==> src/rtl/npc_pkg.sv <==
// Shared NPC execute-path constants: compare codes, control-transfer kinds, payload layout.
// Imported by the branch resolution stage and its condition evaluator.
package npc_pkg;

  localparam logic [2:0] CMP_EQ  = 3'b000;
  localparam logic [2:0] CMP_NE  = 3'b001;
  localparam logic [2:0] CMP_GE  = 3'b010;
  localparam logic [2:0] CMP_LT  = 3'b011;
  localparam logic [2:0] CMP_LTU = 3'b101;
  localparam logic [2:0] CMP_GEU = 3'b110;

  localparam logic [1:0] KIND_BR   = 2'b00;
  localparam logic [1:0] KIND_JAL  = 2'b01;
  localparam logic [1:0] KIND_JALR = 2'b10;
  localparam logic [1:0] KIND_RSV  = 2'b11;

  localparam logic [31:0] PC_STEP = 32'd4;

  typedef enum logic {
    ST_EMPTY = 1'b0,
    ST_FULL  = 1'b1
  } br_state_e;

  typedef struct packed {
    logic        taken;
    logic [31:0] next_pc;
    logic [31:0] link;
    logic        mispredict;
    logic        misalign;
    logic        illegal;
  } br_res_t;

endpackage

==> src/rtl/branch_cond.sv <==
// Combinational branch condition evaluator: cond and illegal-code flag from a, b, fn.
// Zero latency, no handshake; codes 100 and 111 report illegal with cond forced low.
module branch_cond
  import npc_pkg::*;
(
  input  logic [31:0] a_i,
  input  logic [31:0] b_i,
  input  logic [2:0]  fn_i,
  output logic        cond_o,
  output logic        illegal_o
);

  always_comb begin
    cond_o    = 1'b0;
    illegal_o = 1'b0;
    case (fn_i)
      CMP_EQ:  cond_o = (a_i == b_i);
      CMP_NE:  cond_o = (a_i != b_i);
      CMP_GE:  cond_o = ($signed(a_i) >= $signed(b_i));
      CMP_LT:  cond_o = ($signed(a_i) <  $signed(b_i));
      CMP_LTU: cond_o = (a_i <  b_i);
      CMP_GEU: cond_o = (a_i >= b_i);
      default: illegal_o = 1'b1;
    endcase
  end

endmodule

==> src/rtl/branch_resolve.sv <==
// Registered branch resolution: taken/next-PC/link/mispredict one cycle after accept.
// Single entry; in_ready = ~out_valid | out_ready, payload held while stalled; flush drops the entry.
module branch_resolve
  import npc_pkg::*;
#(
  parameter int XLEN = 32
) (
  input  logic            clk,
  input  logic            rst,
  input  logic            flush,
  input  logic            in_valid,
  output logic            in_ready,
  input  logic [XLEN-1:0] in_pc,
  input  logic [XLEN-1:0] in_imm,
  input  logic [XLEN-1:0] in_rs1,
  input  logic [XLEN-1:0] in_rs2,
  input  logic [2:0]      in_fn,
  input  logic [1:0]      in_kind,
  input  logic [XLEN-1:0] in_pred_pc,
  output logic            out_valid,
  input  logic            out_ready,
  output logic            out_taken,
  output logic [XLEN-1:0] out_next_pc,
  output logic [XLEN-1:0] out_link,
  output logic            out_mispredict,
  output logic            out_misalign,
  output logic            out_illegal,
  output logic [31:0]     perf_branches,
  output logic [31:0]     perf_mispredicts
);

  br_state_e   state_q, state_d;
  br_res_t     res_q, res_d;
  logic [31:0] br_cnt_q, br_cnt_d;
  logic [31:0] mp_cnt_q, mp_cnt_d;

  logic            cond, cond_illegal, accept;
  logic [XLEN-1:0] seq_pc, target;

  branch_cond u_cond (
    .a_i      (in_rs1),
    .b_i      (in_rs2),
    .fn_i     (in_fn),
    .cond_o   (cond),
    .illegal_o(cond_illegal)
  );

  assign out_valid = (state_q == ST_FULL);
  assign in_ready  = ~out_valid | out_ready;
  assign accept    = in_valid & in_ready & ~flush;

  assign seq_pc = in_pc + PC_STEP;
  // jalr clears bit 0 of the register-relative target; bit 1 is left for the misalign check
  assign target = (in_kind == KIND_JALR) ? ((in_rs1 + in_imm) & ~32'd1) : (in_pc + in_imm);

  always_comb begin
    res_d         = '0;
    res_d.illegal = (in_kind == KIND_RSV) | ((in_kind == KIND_BR) & cond_illegal);
    res_d.taken   = ~res_d.illegal & ((in_kind == KIND_BR) ? cond : 1'b1);
    res_d.next_pc = res_d.taken ? target : seq_pc;
    res_d.link    = seq_pc;
    res_d.misalign   = res_d.taken & (res_d.next_pc[1:0] != 2'b00);
    res_d.mispredict = (res_d.next_pc != in_pred_pc);
  end

  always_comb begin
    state_d  = state_q;
    br_cnt_d = br_cnt_q;
    mp_cnt_d = mp_cnt_q;
    if (flush) begin
      state_d = ST_EMPTY;
    end else if (accept) begin
      state_d  = ST_FULL;
      br_cnt_d = br_cnt_q + 32'd1;
      mp_cnt_d = mp_cnt_q + {31'd0, res_d.mispredict};
    end else if (out_ready) begin
      state_d = ST_EMPTY;
    end
  end

  always_ff @(posedge clk or posedge rst) begin
    if (rst) begin
      state_q  <= ST_EMPTY;
      res_q    <= '0;
      br_cnt_q <= '0;
      mp_cnt_q <= '0;
    end else begin
      state_q  <= state_d;
      br_cnt_q <= br_cnt_d;
      mp_cnt_q <= mp_cnt_d;
      if (accept) begin
        res_q <= res_d;
      end
    end
  end

  assign out_taken        = res_q.taken;
  assign out_next_pc      = res_q.next_pc;
  assign out_link         = res_q.link;
  assign out_mispredict   = res_q.mispredict;
  assign out_misalign     = res_q.misalign;
  assign out_illegal      = res_q.illegal;
  assign perf_branches    = br_cnt_q;
  assign perf_mispredicts = mp_cnt_q;

endmodule

==> config.mk <==
export PLATFORM = sky130hd
export DESIGN_NAME = branch_resolve
export DESIGN_NICKNAME = d
export VERILOG_FILES = /design/src/rtl/npc_pkg.sv /design/src/rtl/branch_cond.sv /design/src/rtl/branch_resolve.sv
export SDC_FILE = /design/constraint.sdc
export NUM_CORES = 1
export LEC_CHECK = 0
export CAP_MARGIN = 20
export CORE_ASPECT_RATIO = 0.75
export CORE_MARGIN = 1
export CORE_UTILIZATION = 45
export DETAILED_ROUTE_END_ITERATION = 8
export GPL_TIMING_DRIVEN = 0
export HOLD_SLACK_MARGIN = 0.06
export PLACE_DENSITY = 0.71
export SKIP_LAST_GASP = 1
export SLEW_MARGIN = 20
export SYNTH_ARGS = -nofsm -noshare
export SYNTH_HDL_FRONTEND = slang
export SYNTH_SLANG_ARGS = --single-unit
==> constraint.sdc <==
create_clock -name clk -period 5.3 [get_ports clk]
set_input_delay 0.53 -clock clk [delete_from_list [all_inputs] [get_ports clk]]
set_output_delay 0.53 -clock clk [all_outputs]
set_load 0.05 [all_outputs]
# After elaboration in Yosys (flattened, before gate mapping)

Index checks and enable logic that the tools add are counted.

Logic and storage cells: 52
Input bits: 170
Flip-flop bits (word level): 133

$add $sub $neg: 5
Magnitude comparators: 4
Equal/unequal tests: 10
Muxes and demuxes: 8
Bitwise gates (word level): 10
Reduce and logical (&&, ||, !) cells: 6

Operators with widths:

| operator                                      | number |
|---|---|
| adder 32 bit                                  | 2 |
| >= comparator 32 bit                          | 2 |
| < comparator 32 bit                           | 2 |
| 2-to-1 mux 32 bit                             | 2 |
| inequality test 32 bit                        | 2 |
| adder 32 x 1 -> 32 bit                        | 1 |
| adder 32 x 1 -> 32 bit, second input constant | 1 |
| adder 32 x 3 -> 32 bit, second input constant | 1 |
| == test 32 bit                                | 1 |
| == test 3 x 2 -> 1 bit, second input constant | 2 |
| == test 3 bit, second input constant          | 2 |
| case mux 1 bit (6 select lines)               | 1 |
| OR reduction 6 bit                            | 1 |
| bitwise AND 1 bit                             | 5 |
| 2-to-1 mux 1 bit                              | 5 |
| == test 2 bit, second input constant          | 2 |
| == test 3 x 1 -> 1 bit, second input constant | 1 |
| logical NOT 3 bit                             | 1 |
| NOT 1 bit                                     | 3 |
| nonzero test 3 bit                            | 1 |
| logical NOT 2 bit                             | 1 |
| OR 1 bit                                      | 2 |
| AND reduction 2 bit                           | 1 |
| nonzero test 2 bit                            | 1 |

# Logic depth before layout (Yosys ltp)

Gate-level depths: netlist of run 1.

Word-level depth: 10
Mapped depth: 24

# By module

From an unflattened synthesis of run 1, not the netlist that was laid out.

Cell total of the unflattened synthesis: 1480
Area total of the unflattened synthesis: 11911.4 um2

By module, submodules not included:

| module         | cells an instance | area an instance (um2) | times used |
|---|---|---|---|
| branch_resolve | 1343              | 10963.0                | 1 |
| branch_cond    | 137               | 948.4                  | 1 |

# Worst setup path before layout of run 1

No wires, ideal clock.

Kind: input -> register
From: input port in_pc[0]
To: register mp_cnt_q[28] (netlist: perf_mispredicts[28])
Setup time: 141 ps
Slack: 450 ps
Stages on the path: 21
Data arrival time: 4709 ps
Buffers on the path: 0
Cell sequence: ha_1 -> fa_1 -> a211oi_1 -> o21ai_0 -> o21ai_0 -> nand3_1 -> a31o_2 -> mux2i_1 -> a31oi_1 -> a211oi_1 -> xnor2_1 -> o2111ai_1 -> nor3_1 -> nand2_1 -> ha_1 -> ha_1 -> and2_1 -> and3_1 -> nand4_1 -> or3_1 -> xnor2_1

RTL lines:

| item                 | RTL line             | source |
|---|---|---|
| from (decl)          | branch_resolve.sv:13 | `input logic [XLEN-1:0] in_pc,` |
| to (signal assigned) | branch_resolve.sv:90 | `mp_cnt_q <= mp_cnt_d;` |
| to (decl)            | branch_resolve.sv:35 | `logic [31:0] mp_cnt_q, mp_cnt_d;` |

==> results_dict.tcl, run 1 <==
set metrics [dict create \
    status "complete, no violations" \
    path_max_fanout 10 \
    design.core.area_um2 27100 \
    worstPathArrival_ns 5.58 \
    via_count 13800 \
    hold_class "input pin to async pin" \
    synth_edf_count 0 \
    finalWeightedCongestion 0.983 \
    fin_crit_sh_pct 99.3 \
    max_slew.worst_pin.slew_ns 1.01 \
    use_met3_pct 10.5 \
    clk_pin_slew_ns 0.06 \
    final_cells 2290 \
    r2r_slack_ns 2.15 \
    drv_slew 0 \
    ys_warn_count 0 \
    layout-drive-gt1-share_pct 13.0 \
    setup.worst_path.end_class "register" \
    fin_area_um2 17800 \
    peakVddDrop_mv 0.242 \
    synth_area_leaders "dfrtp_1 (27%), ha_1 (9.8%), nand2_1 (7.3%), xnor2_1 (6.8%), xor2_1 (4.8%)" \
    grt_pass1_wl_um 75100 \
    synth-async-reset-ratio_pct 100 \
    io_buffers 301 \
    htreeDepth 4 \
    clk_latency_ns 0.43 \
    synth_common_cells "nand2_1 (240), dfrtp_1 (133), nor2_1 (123)" \
    cts_root_buf "clkbuf_16" \
    cts_made_buffers 17 \
    max_freq_mhz 190 \
    grt_use_met1_pct 49.7 \
    drt_iter0_drc 1565 \
    die_h_um 146 \
    synth_cells 1567 \
    setup_viol 0 \
    grt_pass1_vias 12900 \
    synth_cell_types 87 \
    endpoint "perf_mispredicts[28]" \
    cp-start-kind "input pin" \
    p_leak_nw 7.45 \
    min_period_ns 5.26 \
    clock_skew_ns 0.00829 \
    nFillCells 2302 \
    crit_type "input pin to register" \
    placed_cell_area_um2 15900 \
    grt_usage_pct 34.6 \
    postRouteAntennaNets 0 \
    boundaryPins 304 \
    fin_ws_ns 0.0372 \
    synth.cell_area_um2 12400 \
    drc 0 \
    finalHoldViolations 0 \
    antenna_found_initial 3 \
    worstPathRequired_ns 5.61 \
    cp-startpoint "in_kind[0]" \
    fin_util_pct 65.9 \
    wl_per_cell_um 21.9 \
    place_inst 2220 \
    power_density_nw_per_um2 268 \
    ys_seq_area_share_pct 26.8 \
    relSlewSlack_pct 31.7 \
    drt_first_pass_iters 6 \
    netlist.area_leader.share_pct 26.8 \
    cts_tree "built" \
    synthFlopType "dfrtp_1" \
    yosysMostFrequentCell "nand2_1" \
    cts_max_path_buffers 2 \
    avgSynthCellArea_um2 7.92 \
    synth_nets 1836 \
    seq_area_um2 3330 \
    ys_ff_latch 133 \
    r2r-start "out_valid" \
    met2_usage_pct 50.7 \
    die_w_um 194 \
    dieArea_um2 28300 \
    timing.rr.end "perf_branches[29]" \
    area_growth_pct 43.6 \
    num_rows 52 \
    tns_ns 0 \
    reg2reg_depth 11 \
    wirelength_um 50300 \
    grt-ovfl-total 0 \
    hpwl_um 39500 \
    hold_ws_ns 0.463 \
    via_per_inst 6.04 \
    pre_cts_ws_ns -1.55 \
    synth.largest_area_cell "dfrtp_1" \
    nNetsFinal 2193 \
    grt.busiest_layer "met2" \
    grt_max_degree 101 \
    drv_cap 0 \
    multiInputGateArea_um2 9590 \
    power_mw 4.77 \
    start_util_pct 45.9 \
    cts.sinks 133 \
]
state kept, by name, summed over array words and instances, names as in the netlist:
register	count
out_illegal	1
out_link	32
out_next_pc	32
out_taken	1
perf_branches	32
out_valid	1
perf_mispredicts	32
out_mispredict	1
out_misalign	1
report_power, final:
part           total [mW]  internal [mW]  switching, mW
combinational        2.34          0.863           1.47
sequential           1.26           1.15          0.116
clock                1.17          0.696          0.475
total                4.77           2.70           2.07
layout make-up:
cell class / instances / area share, %
clock inverters: 14 / 0.849
flip-flops and latches: 133 / 18.7
diodes: 2 / 0.0281
plain buffers: 50 / 1.23
repair buffers: 349 / 19.3
clock buffers: 18 / 2.41
well taps: 351 / 2.46
inverters: 59 / 1.28
multi-input cells: 1314 / 53.8
timing repair:
item	4_1_cts	5_1_grt
gates resized for setup	80	132
hold buffers	0	0
setup buffers	22	25
setup endpoints to repair	32	18
pin swaps	26	56
how the worst min path moves through the flow:
stage / from / end / depth (start not counted)
2_1_floorplan: flush / out_valid / 1
6_report: rst / perf_mispredicts[31] / 2
4_1_cts: rst / perf_mispredicts[31] / 2
3_3_place_gp: out_next_pc[28] / out_next_pc[28] / 2
5_1_grt: rst / perf_mispredicts[21] / 2
3_5_place_dp: perf_mispredicts[31] / perf_mispredicts[31] / 1
cells in the final DEF, fill, tap and decap left out, types with 42 or more instances in the layout:
cell type	count
a21oi_1	100
buf_4	44
clkdlybuf4s50_1	285
dfrtp_1	133
ha_1	70
inv_1	55
nand2_1	237
nand3_1	66
nand4_1	42
nor2_1	118
o21ai_0	90
xnor2_1	93
xor2_1	63
routing by layer:
| metal | part of all wire (%) | wire length [um] | up-vias |
|---|---|---|---|
| met1 | 44 | 22400 | 6634 |
| li1 | - | - | 6404 |
| met2 | 43 | 21500 | 716 |
| met3 | 11 | 5550 | 66 |
| met5 | 0.018 | 9 | - |
| met4 | 1.7 | 854 | 2 |
logic make-up after synthesis:
| logic type | after synthesis | share of synthesized area [%] |
|---|---|---|
| DFF | 133 | 26.8 |
| and+or+nand+nor | 620 | 24.2 |
| muxes | 29 | 2.37 |
| AOI/OAI and AO/OA | 401 | 21.1 |
| adders and majority gates | 99 | 10.1 |
| buffers and inverters | 120 | 3.80 |
| xor gates and xnor gates | 165 | 11.6 |
worst max-delay path: stages:
cell             delay, ns
clkdlybuf4s50_1       0.57
nand2b_1              0.27
buf_2                 0.41
buf_2                 0.43
buf_2                 0.37
clkbuf_2              0.39
o21ai_0               0.28
a21oi_1               0.20
o2bb2ai_1             0.20
a22oi_1               0.12
nand4_1               0.16
nor4_2                0.07
nand2_1               0.14
ha_4                  0.18
ha_4                  0.13
and2_4                0.16
and3_4                0.19
nand4_1               0.09
buf_6                 0.16
or3_1                 0.38
xnor2_1               0.13
(Power assumes the default switching activity.)
==> run 2: changes to the inputs <==
--- a/config.mk
+++ b/config.mk
@@ -9,6 +9,7 @@
 export CORE_ASPECT_RATIO = 0.75
 export CORE_MARGIN = 1
 export CORE_UTILIZATION = 45
+export CTS_CLUSTER_SIZE = 30
 export DETAILED_ROUTE_END_ITERATION = 8
 export GPL_TIMING_DRIVEN = 0
 export HOLD_SLACK_MARGIN = 0.06
@@ -17,4 +18,5 @@
 export SLEW_MARGIN = 20
 export SYNTH_ARGS = -nofsm -noshare
 export SYNTH_HDL_FRONTEND = slang
+export SYNTH_HIERARCHICAL = 1
 export SYNTH_SLANG_ARGS = --single-unit
==> run 2 against run 1 <==
Effect of this change:
- the run now ends with negative setup slack left
- setup slack got worse by 0.80 ns
- clock skew rose by 0.0014 ns
- core utilization rose by 0.56 points
- routed wire length fell by 1.8%
- critical endpoint is now perf_mispredicts[25]
==> results_dict.tcl, run 2 <==
set metrics [dict create \
    synthFlopType "dfrtp_1" \
    clk_pin_slew_ns 0.06 \
    cp-start-kind "input pin" \
    wirelength_um 49300 \
    netlist.area_leader.share_pct 27.9 \
    fin_crit_sh_pct 114 \
    p_switching_mw 1.95 \
    drv_cap 0 \
    grt_max_degree 104 \
    grt_pass1_wl_um 73600 \
    failed_checks "negative setup slack" \
    drc 0 \
    final_cells 2231 \
    wl_per_cell_um 22.1 \
    tns_ns -14.88 \
    io_buffers 303 \
    power_density_nw_per_um2 269 \
    layout-drive-gt1-share_pct 17.3 \
    htreeDepth 4 \
    swShare_pct 42.0 \
    synth_common_cells "nand2_1 (233), dfrtp_1 (133), nor2_1 (107)" \
    via_per_inst 5.95 \
    setup_viol 32 \
    cts.sinks 133 \
    setup.worst_path.end_class "register" \
    placed_cell_area_um2 15500 \
    grt_use_met1_pct 49.5 \
    synth_cells 1480 \
    rsz0062_at_grt "true" \
    path_buf_inv 6 \
    place_inst 2128 \
    design.core.area_um2 26000 \
    slowest_stage "or4_4" \
    layout_commonest_cell "clkdlybuf4s50_1" \
    yosysMostFrequentCell "nand2_1" \
    synth_nets 1749 \
    max_slew.worst_pin.slew_ns 1.01 \
    fin_ws_ns -0.760 \
    num_rows 51 \
    synth.largest_area_cell "dfrtp_1" \
    p_leak_nw 7.31 \
    start_util_pct 45.9 \
    cts_root_buf "clkbuf_16" \
    synth_edf_count 0 \
    cp_common_cell "buf_4" \
    area_growth_pct 44.9 \
    crit_type "input pin to register" \
    grt-ovfl-total 0 \
    clk_latency_ns 0.42 \
    finalWeightedCongestion 0.962 \
    min_period_ns 6.06 \
    grt_usage_pct 35.9 \
    cts_made_buffers 17 \
    status "finished with violations" \
    fin_area_um2 17300 \
    synth_cell_types 92 \
    die_w_um 190 \
    use_met3_pct 7.72 \
    clock_skew_ns 0.00973 \
    relSlewSlack_pct 32.4 \
    hold_ws_ns 0.463 \
    power_mw 4.63 \
    peakVddDrop_mv 0.245 \
    worstPathRequired_ns 5.60 \
    nNetsFinal 2141 \
    p_seq_share_pct 27.0 \
    ctsHoldBuffers 0 \
    dieArea_um2 27100 \
    pwr-share-comb_pct 47.0 \
    synth_area_leaders "dfrtp_1 (28%), ha_1 (10%), nand2_1 (7.3%), xnor2_1 (6.8%), o21ai_0 (3.9%)" \
    grt_pass1_vias 12500 \
    finalHoldViolations 0 \
    hpwl_um 39100 \
    met2_usage_pct 55.8 \
    r2r_slack_ns 2.46 \
    cts_max_path_buffers 2 \
    max_freq_mhz 165 \
    synth-async-reset-ratio_pct 100 \
    antenna_found_initial 2 \
    ys_warn_count 6 \
    postRouteAntennaNets 0 \
    hold_class "input pin to async pin" \
    ys_ff_latch 133 \
    die_h_um 143 \
    internal_power_mw 2.69 \
    ys_seq_area_share_pct 27.9 \
    drt_iter0_drc 1140 \
    slowest_delay_ns 0.59 \
    boundaryPins 304 \
    cts_tree "built" \
    grt.busiest_layer "met2" \
    avgSynthCellArea_um2 8.05 \
    synth.cell_area_um2 11900 \
    clkPwrFrac_pct 26.0 \
    drt_first_pass_iters 6 \
    via_count 13300 \
    crit_family "simple AND/OR/NAND/NOR gates" \
    final_cell_mix "clkdlybuf4s50_1 (246), nand2_1 (225), dfrtp_1 (133)" \
    path_max_fanout 5 \
    worstPathArrival_ns 6.36 \
    drv_slew 0 \
]
==> run 2: metal layers <==
| layer | wire [um] | vias to the layer above |
|---|---|---|
| met5 | 13 | - |
| met4 | 1290 | 2 |
| met3 | 5140 | 94 |
| met2 | 21600 | 674 |
| met1 | 21300 | 6297 |
| li1 | - | 6205 |
==> run 2: logic make-up after synthesis <==
kind of cell / Yosys count / synth area share (%)
xor+xnor: 145 / 10.9
buf+inv: 116 / 3.80
fa+ha+maj: 99 / 10.5
flops: 133 / 27.9
compound gates: 363 / 20.0
mux: 22 / 1.92
simple gates: 602 / 24.9
==> run 2: layout make-up <==
cell class              count  area [um2]
repair buffers            373        3460
clock inverters            14         176
fillers                  2180        8720
inverters                  62         255
diodes                      2        5.00
flip-flops and latches    133        3330
plain buffers              54         307
clock buffers              18         429
well taps                 344         430
multi-input cells        1231        8870
==> run 2: what timing repair did <==
item	CTS	global route
endpoints found under the setup margin	33	34
hold endpoints to repair	0	0
buffers inserted	67	10
cloned	0	1
resized for setup	305	34
pin swaps	71	17
==> run 2: path summary, 6_finish.rpt <==
kind | to | start | cells past startpoint
hold / removal | perf_branches[11] | rst | 2
hold reg to reg | perf_mispredicts[31] | perf_mispredicts[31] | 1
setup / recovery | perf_mispredicts[25] | in_rs1[10] | 33
min in group clk | perf_mispredicts[31] | perf_mispredicts[31] | 1
max in group asynchronous | out_link[3] | rst | 3
setup reg to reg | perf_mispredicts[23] | out_valid | 11
==> run 2: stage by stage <==
stage	utilization (%)	setup slack, ns
detailed placement	59.8	-2.26
global route	66.4	-1.02
CTS	65.7	-0.496
floorplan	-	-0.107
finish	66.4	-0.760
global placement	59.7	-2.20
==> run 2: power by group through the flow <==
| stage | logic (mW) | registers, mW | clock network [mW] |
|---|---|---|---|
| after floorplan | 0.765 | 1.70 | 0 |
| after global placement | 1.96 | 1.26 | 0 |
| after detailed placement | 1.98 | 1.27 | 0 |
| after CTS | 2.11 | 1.25 | 1.21 |
| after global routing | 2.30 | 1.27 | 1.26 |
| final | 2.18 | 1.25 | 1.20 |
